### src/rtl/dram_arbiter_pkg.sv
// dram_arbiter_pkg: shared constants and types for the data-memory arbiter.
//   DA_WIDTH / DA_ADDR_WIDTH : default word and word-address widths
//   da_state_e               : arbiter FSM states
//   DA_PORT_CPU / DA_PORT_DMA: requester port ids
package dram_arbiter_pkg;

   localparam int unsigned DA_WIDTH      = 32;
   localparam int unsigned DA_ADDR_WIDTH = 12;

   typedef enum logic [1:0] {
      DA_IDLE    = 2'd0,
      DA_RD_WAIT = 2'd1,
      DA_RMW     = 2'd2
   } da_state_e;

   localparam logic DA_PORT_CPU = 1'b0;
   localparam logic DA_PORT_DMA = 1'b1;

endpackage

### src/rtl/dram_arbiter_if.sv
// dram_arbiter_if: two-port requester bus of the data-memory arbiter.
// Port p uses bit p of the per-port vectors and slice p of the packed fields.
//   req_i/we_i/addr_i/wdata_i/be_i : requests (held until gnt_o)
//   gnt_o                          : one-cycle accept pulse per port
//   rvalid_o/rdata_o               : read return, one-cycle pulse per port
// Modports: slave = arbiter side, master = requester side.
interface dram_arbiter_if
   import dram_arbiter_pkg::*;
#(
   parameter int unsigned ADDR_WIDTH = DA_ADDR_WIDTH,
   parameter int unsigned WIDTH      = DA_WIDTH
);
   localparam int unsigned BE_W = WIDTH / 8;

   logic [1:0]              req_i;
   logic [1:0]              we_i;
   logic [2*ADDR_WIDTH-1:0] addr_i;
   logic [2*WIDTH-1:0]      wdata_i;
   logic [2*BE_W-1:0]       be_i;
   logic [1:0]              gnt_o;
   logic [1:0]              rvalid_o;
   logic [WIDTH-1:0]        rdata_o;

   modport slave (
      input  req_i, we_i, addr_i, wdata_i, be_i,
      output gnt_o, rvalid_o, rdata_o
   );

   modport master (
      output req_i, we_i, addr_i, wdata_i, be_i,
      input  gnt_o, rvalid_o, rdata_o
   );

endinterface

### src/rtl/dram_arbiter_rr_arb2.sv
// rr_arb2: combinational 2-way round-robin arbiter.
//   req[1:0] : requests
//   last_gnt : id of the port granted most recently
//   en       : arbitration enable; gnt is zero when low
//   gnt[1:0] : one-hot grant (zero when no request or not enabled)
module rr_arb2 (
   input  logic [1:0] req,
   input  logic       last_gnt,
   input  logic       en,
   output logic [1:0] gnt
);

   // On contention the port that did not win last time is served.
   always_comb begin
      gnt    = '0;
      gnt[0] = en & req[0] & (~req[1] | last_gnt);
      gnt[1] = en & req[1] & (~req[0] | ~last_gnt);
   end

endmodule

### src/rtl/dram_arbiter.sv
// dram_arbiter: round-robin arbiter between the CPU load/store unit (port 0)
// and the DMA/debug loader (port 1) in front of a single-port block RAM with a
// 1-cycle registered read and no byte enables. Reads return one cycle after
// the grant; partial stores are done as read-modify-write.
//   clk, rst_n  : clock (rising edge), asynchronous active-low reset
//   bus         : requester bus (dram_arbiter_if.slave)
//   mem_we_o    : RAM write enable
//   mem_addr_o  : RAM word address
//   mem_din_o   : RAM write data
//   mem_dout_i  : RAM read data, valid one cycle after the address
module dram_arbiter
   import dram_arbiter_pkg::*;
#(
   parameter  int unsigned ADDR_WIDTH = DA_ADDR_WIDTH,
   parameter  int unsigned WIDTH      = DA_WIDTH,
   localparam int unsigned BE_W       = WIDTH / 8
) (
   input  logic                  clk,
   input  logic                  rst_n,
   dram_arbiter_if.slave         bus,
   output logic                  mem_we_o,
   output logic [ADDR_WIDTH-1:0] mem_addr_o,
   output logic [WIDTH-1:0]      mem_din_o,
   input  logic [WIDTH-1:0]      mem_dout_i
);

   da_state_e             state_q, state_d;
   logic                  last_gnt_q;
   logic                  cap_id_q;
   logic [ADDR_WIDTH-1:0] cap_addr_q;
   logic [WIDTH-1:0]      cap_wdata_q;
   logic [BE_W-1:0]       cap_be_q;
   logic [ADDR_WIDTH-1:0] mem_addr_q;
   logic [WIDTH-1:0]      mem_din_q;

   logic                  arb_en;
   logic [1:0]            gnt;
   logic [1:0]            rvalid;
   logic                  win_id;
   logic                  win_we;
   logic [ADDR_WIDTH-1:0] win_addr;
   logic [WIDTH-1:0]      win_wdata;
   logic [BE_W-1:0]       win_be;

   // Grants are combinational, so they are also held off while reset is
   // asserted to keep every output quiet during reset.
   assign arb_en = (state_q == DA_IDLE) && rst_n;

   rr_arb2 u_rr_arb2 (
      .req      (bus.req_i),
      .last_gnt (last_gnt_q),
      .en       (arb_en),
      .gnt      (gnt)
   );

   assign win_id    = gnt[1];
   assign win_we    = win_id ? bus.we_i[1] : bus.we_i[0];
   assign win_addr  = win_id ? bus.addr_i[2*ADDR_WIDTH-1:ADDR_WIDTH] : bus.addr_i[ADDR_WIDTH-1:0];
   assign win_wdata = win_id ? bus.wdata_i[2*WIDTH-1:WIDTH] : bus.wdata_i[WIDTH-1:0];
   assign win_be    = win_id ? bus.be_i[2*BE_W-1:BE_W] : bus.be_i[BE_W-1:0];

   always_comb begin
      state_d    = state_q;
      rvalid     = '0;
      bus.rdata_o = '0;
      mem_we_o   = 1'b0;
      // RAM address/data hold their last driven values when not in use.
      mem_addr_o = mem_addr_q;
      mem_din_o  = mem_din_q;
      unique case (state_q)
         DA_IDLE: begin
            if (|gnt) begin
               mem_addr_o = win_addr;
               if (!win_we) begin
                  state_d = DA_RD_WAIT;
               end else if (&win_be) begin
                  mem_we_o  = 1'b1;
                  mem_din_o = win_wdata;
               end else if (|win_be) begin
                  state_d = DA_RMW;
               end
            end
         end
         DA_RD_WAIT: begin
            rvalid      = cap_id_q ? 2'b10 : 2'b01;
            bus.rdata_o = mem_dout_i;
            state_d     = DA_IDLE;
         end
         DA_RMW: begin
            mem_we_o   = 1'b1;
            mem_addr_o = cap_addr_q;
            for (int unsigned i = 0; i < BE_W; i++) begin
               mem_din_o[8*i +: 8] = cap_be_q[i] ? cap_wdata_q[8*i +: 8] : mem_dout_i[8*i +: 8];
            end
            state_d = DA_IDLE;
         end
         default: state_d = DA_IDLE;
      endcase
   end

   assign bus.gnt_o    = gnt;
   assign bus.rvalid_o = rvalid;

   always_ff @(posedge clk or negedge rst_n) begin
      if (!rst_n) begin
         state_q     <= DA_IDLE;
         last_gnt_q  <= DA_PORT_DMA;
         cap_id_q    <= DA_PORT_CPU;
         cap_addr_q  <= '0;
         cap_wdata_q <= '0;
         cap_be_q    <= '0;
         mem_addr_q  <= '0;
         mem_din_q   <= '0;
      end else begin
         state_q    <= state_d;
         mem_addr_q <= mem_addr_o;
         mem_din_q  <= mem_din_o;
         if (|gnt) begin
            last_gnt_q  <= win_id;
            cap_id_q    <= win_id;
            cap_addr_q  <= win_addr;
            cap_wdata_q <= win_wdata;
            cap_be_q    <= win_be;
         end
      end
   end

endmodule

### src/flat_wrapper.sv
// flat-port wrapper written by rule: the top's interface ports become plain ports
module dram_arbiter_flat import dram_arbiter_pkg::*;
#(
   parameter  int unsigned ADDR_WIDTH = DA_ADDR_WIDTH,
   parameter  int unsigned WIDTH      = DA_WIDTH,
   localparam int unsigned BE_W       = WIDTH / 8
)
  (clk, rst_n, mem_we_o, mem_addr_o, mem_din_o, mem_dout_i, bus_req_i, bus_we_i, bus_addr_i, bus_wdata_i, bus_be_i, bus_gnt_o, bus_rvalid_o, bus_rdata_o);
  dram_arbiter_if #(.ADDR_WIDTH(ADDR_WIDTH), .WIDTH(WIDTH)) bus_i ();
  input  logic clk;
  input  logic rst_n;
  output logic mem_we_o;
  output logic [ADDR_WIDTH-1:0] mem_addr_o;
  output logic [WIDTH-1:0] mem_din_o;
  input  logic [WIDTH-1:0] mem_dout_i;
  input wire logic [$bits(bus_i.req_i)-1:0] bus_req_i;
  input wire logic [$bits(bus_i.we_i)-1:0] bus_we_i;
  input wire logic [$bits(bus_i.addr_i)-1:0] bus_addr_i;
  input wire logic [$bits(bus_i.wdata_i)-1:0] bus_wdata_i;
  input wire logic [$bits(bus_i.be_i)-1:0] bus_be_i;
  output wire logic [$bits(bus_i.gnt_o)-1:0] bus_gnt_o;
  output wire logic [$bits(bus_i.rvalid_o)-1:0] bus_rvalid_o;
  output wire logic [$bits(bus_i.rdata_o)-1:0] bus_rdata_o;
  assign bus_i.req_i = bus_req_i;
  assign bus_i.we_i = bus_we_i;
  assign bus_i.addr_i = bus_addr_i;
  assign bus_i.wdata_i = bus_wdata_i;
  assign bus_i.be_i = bus_be_i;
  assign bus_gnt_o = bus_i.gnt_o;
  assign bus_rvalid_o = bus_i.rvalid_o;
  assign bus_rdata_o = bus_i.rdata_o;
  dram_arbiter #(.ADDR_WIDTH(ADDR_WIDTH), .WIDTH(WIDTH)) u_core (.clk(clk), .rst_n(rst_n), .bus(bus_i), .mem_we_o(mem_we_o), .mem_addr_o(mem_addr_o), .mem_din_o(mem_din_o), .mem_dout_i(mem_dout_i));
endmodule
### config.mk
export PLATFORM = sky130hd
export DESIGN_NAME = dram_arbiter_flat
export DESIGN_NICKNAME = d
export VERILOG_FILES = /design/src/rtl/dram_arbiter_pkg.sv /design/src/rtl/dram_arbiter_if.sv /design/src/rtl/dram_arbiter_rr_arb2.sv /design/src/rtl/dram_arbiter.sv /design/src/flat_wrapper.sv
export SDC_FILE = /design/constraint.sdc
export NUM_CORES = 1
export LEC_CHECK = 0
export BUFFER_PORTS_ARGS = -buffer_cell sky130_fd_sc_hd__buf_2
export CAP_MARGIN = 20
export CORE_ASPECT_RATIO = 0.75
export CORE_UTILIZATION = 50
export DETAILED_ROUTE_END_ITERATION = 8
export GPL_TIMING_DRIVEN = 0
export PLACE_DENSITY = 0.82
export SLEW_MARGIN = 20
export SYNTH_ARGS = -nofsm -noshare
export SYNTH_HDL_FRONTEND = slang
export SYNTH_SLANG_ARGS = --single-unit
### constraint.sdc
create_clock -name clk -period 2.75 [get_ports clk]
set_input_delay 0.55 -clock clk [delete_from_list [all_inputs] [get_ports clk]]
set_output_delay 0.55 -clock clk [all_outputs]
set_load 0.01 [all_outputs]
==> impl_metrics.py <==
metrics = {
    "critical_path": {
        "start_kind": "flop",
        "cpMaxStageDelayCell": "dfstp_2",
        "critical_path.cell_chain": "a21boi_4 > a211o_1 > a21o_4 > buf_12 > a221oi_4 > buf_2",
        "crit_required_ns": 2.20,
        "timing_worst_setup_path_type": "flop to primary output",
        "number_of_buffers_and_inverters_on_the_critical_path": 2,
        "critical-path-max-stage-delay_ns": 0.59,
        "critical_path_arrival_ns": 2.40,
        "critical_path_peak_fanout": 5,
        "path_delay_family": "compound AO/OA/AOI/OAI gates",
        "cp-end-kind": "primary output",
    },
    "die": {
        "core-area_um2": 11000,
        "io-pin-count": 215,
        "fp-row-count": 33,
        "die_ht_um": 94.7,
        "initial_core_util": 0.520,
        "floorplan.die.width_um": 126,
        "design.die.area_um2": 11900,
    },
    "global_routing": {
        "grt_first_pass_wirelength_um": 30800,
        "grtUsageTotal": 0.339,
        "antenna_found_initial": 1,
        "maximum_number_of_pins_on_one_net_before_global_route_repair": 35,
        "first_global_vias": 6012,
        "grt_overflow_total": 0,
    },
    "sta": {
        "finalClockSkew_ns": 0.00887,
        "final.min_clock_period_ns": 2.95,
        "worst_slew_margin_rel": 0.489,
        "fin_crit_sh": 1.07,
        "fin_setup_tns_ns": -4.79,
        "max_clock_freq_mhz": 339,
        "setup-violations-final": 46,
        "final.setup.worst_slack_ns": -0.196,
        "rsz0062_at_grt": "yes",
        "final-hold-violation-count": 0,
        "worst-slew-pin-transition_ns": 0.766,
        "slew_viol_final": 0,
    },
    "pwr": {
        "power.ir.vdd_worst_uv": 499,
        "power.density_nw_per_um2": 735,
        "share_comb_of_total_power": 0.415,
        "power_switching_share": 0.347,
        "cell_internal_pwr_mw": 4.15,
        "power_switching_mw": 2.20,
        "leakagePower_nw": 4.12,
        "report.power.total_mw": 6.35,
        "sequentialPowerShare": 0.333,
        "p_clk_frac": 0.251,
    },
    "logic_synthesis": {
        "syn-cell-area_um2": 5730,
        "syn-mean-instance-area_um2": 8.78,
        "synth.ff_latch_count": 96,
        "post_synth_num_cell_types": 33,
        "yosysWarningCount": 0,
        "synthesis.instances": 653,
        "synth_sequential_area_ratio": 0.419,
        "postSynthNetCount": 787,
    },
    "detailed_routing": {
        "drt-vias-per-instance": 5.94,
        "antenna_violating_nets_post_route": 0,
        "num_vias": 6410,
        "drt_pass1_iterations": 7,
        "drt_wl_total_um": 21400,
        "first_drt_iteration_drcs": 698,
        "wire_per_inst_um": 19.8,
        "drc": 15,
    },
    "clock_tree": {
        "cts.reportedPaths.clkPinSlew_ns": 0.07,
        "cts_made_buffers": 9,
        "postCtsHoldBufs": 0,
        "cts_h_tree_depth": 3,
        "cts_root_buffer": "clkbuf_16",
        "clock_path_buffers": 2,
        "insertion_delay_ns": 0.35,
        "clock-sinks": 96,
        "cts_tree": "built",
    },
    "placed_design": {
        "gp_routability_congestion": 0.890,
        "detailedPlacementHpwl_um": 13300,
        "port_buffers": 214,
    },
    "flow_run": {
        "drv_cap": 0,
    },
    "finish": {
        "postLayoutCoreUtil": 0.784,
        "layout.nets": 1067,
        "area.growth.synth_to_final_pct": 50.8,
        "drive_above_1_share": 0.404,
    },
    "outcome": {
        "run_status": "complete, but fails checks",
        "violated_checks": "DRC, setup timing",
    },
    "worst_hold_path": {
        "hp-class": "primary input to asynchronous set/reset pin",
    },
}
-- cell usage after synthesis (all sizes together) --
master    n  share of area
a211o     1         0.0015
a21boi    1         0.0020
a21o      1         0.0015
a21oi   100          0.087
a221oi   32          0.081
and2     34          0.037
and4      1         0.0015
buf      18          0.024
clkbuf   36          0.024
dfrtp    95           0.41
dfstp     1         0.0046
inv      49          0.032
mux2      1         0.0020
mux2i    48          0.084
nand2    64          0.042
nand3     1        0.00087
nand3b    1         0.0013
nand4     3         0.0044
nor2     35          0.023
nor2b    34          0.037
nor3b     1         0.0022
nor4      1         0.0011
o21ai    82          0.072
o221ai   12          0.018
or4       1         0.0013
-- cells in the final DEF (no fill, tap or decap), drive strengths merged, types with 2 or more instances in the layout --
| cell type | netlist | layout |
|---|---|---|
| o21ai | 82 | 82 |
| a221oi | 32 | 32 |
| bufbuf | 0 | 3 |
| nand4 | 3 | 3 |
| a21o | 1 | 2 |
| nor2 | 35 | 35 |
| dfrtp | 95 | 95 |
| nor2b | 34 | 34 |
| a21oi | 100 | 100 |
| buf | 18 | 285 |
| and2 | 34 | 34 |
| clkbuf | 36 | 44 |
| nand2 | 64 | 64 |
| mux2i | 48 | 48 |
| inv | 49 | 51 |
| bufinv | 0 | 4 |
| o221ai | 12 | 12 |
-- power by group through the flow --
| stage | logic, mW | registers, mW | clock network (mW) |
|---|---|---|---|
| floorplan | 1.29 | 2.06 | 0 |
| global placement | 1.93 | 2.09 | 0 |
| detailed placement | 1.98 | 2.11 | 0 |
| CTS | 2.35 | 2.09 | 1.60 |
| global route | 2.84 | 2.16 | 1.65 |
| finish | 2.64 | 2.12 | 1.60 |
-- layout make-up --
cell class              count  area, µm²
flip-flops and latches     96       2400
diodes                      1       2.50
repair buffers            271       1680
clock inverters             6        138
well taps                 140        175
clock buffers              10        239
plain buffers              51        358
inverters                  49        189
fillers                   704       2380
multi-input cells         455       3460
-- metrics by stage --
stage               hold WS (ns)  area [µm²]  worst slack [ns]  cells
floorplan                  0.254        5730             0.350    653
global placement           0.463        6980             -1.93   1007
detailed placement         0.447        7010            -0.744   1008
CTS                        0.133        8210            -0.132   1057
global route               0.128        8640            -0.213   1079
finish                     0.136        8640            -0.196   1079
-- logic make-up after synthesis --
logic type / share of synthesized area
buf+inv: 0.0793
flops: 0.419
mux: 0.0858
simple gates: 0.153
compound gates: 0.263
-- timing repair --
action	CTS	global route
endpoints found under the setup margin	76	46
pin swaps	10	17
buffers inserted	30	21
cloned	5	2
gates resized for setup	92	54
endpoints found under the hold margin	0	0
-- registers in the layout (all words and copies together), names as in the netlist --
name                count
u_core.cap_wdata_q     32
u_core.mem_din_q       32
u_core.cap_addr_q      12
u_core.mem_addr_q      12
u_core.cap_be_q         4
u_core.state_q          2
u_core.cap_id_q         1
u_core.last_gnt_q       1
-- metal layers --
metal  vias up  global-route usage  part of all wire
li1       2855                   -                 -
met2       439               0.573              0.49
met3        49              0.0793             0.094
met1      3067               0.432              0.39
met5         -                   0                 0
met4         0               0.112             0.019
-- final timing paths --
check	from	end	slack (ns)	cells past startpoint
max	u_core.last_gnt_q	mem_din_o[19]	-0.20	6
max in group asynchronous	rst_n	u_core.cap_wdata_q[16]	2.08	2
min in group clk	bus_wdata_i[29]	u_core.mem_din_q[29]	0.48	3
max reg2reg	u_core.state_q[1]	u_core.cap_wdata_q[18]	0.39	11
min reg2reg	u_core.cap_addr_q[11]	u_core.cap_addr_q[11]	0.49	2
min	rst_n	u_core.cap_wdata_q[23]	0.14	1
No activity file was read; power rests on OpenSTA's default activity.
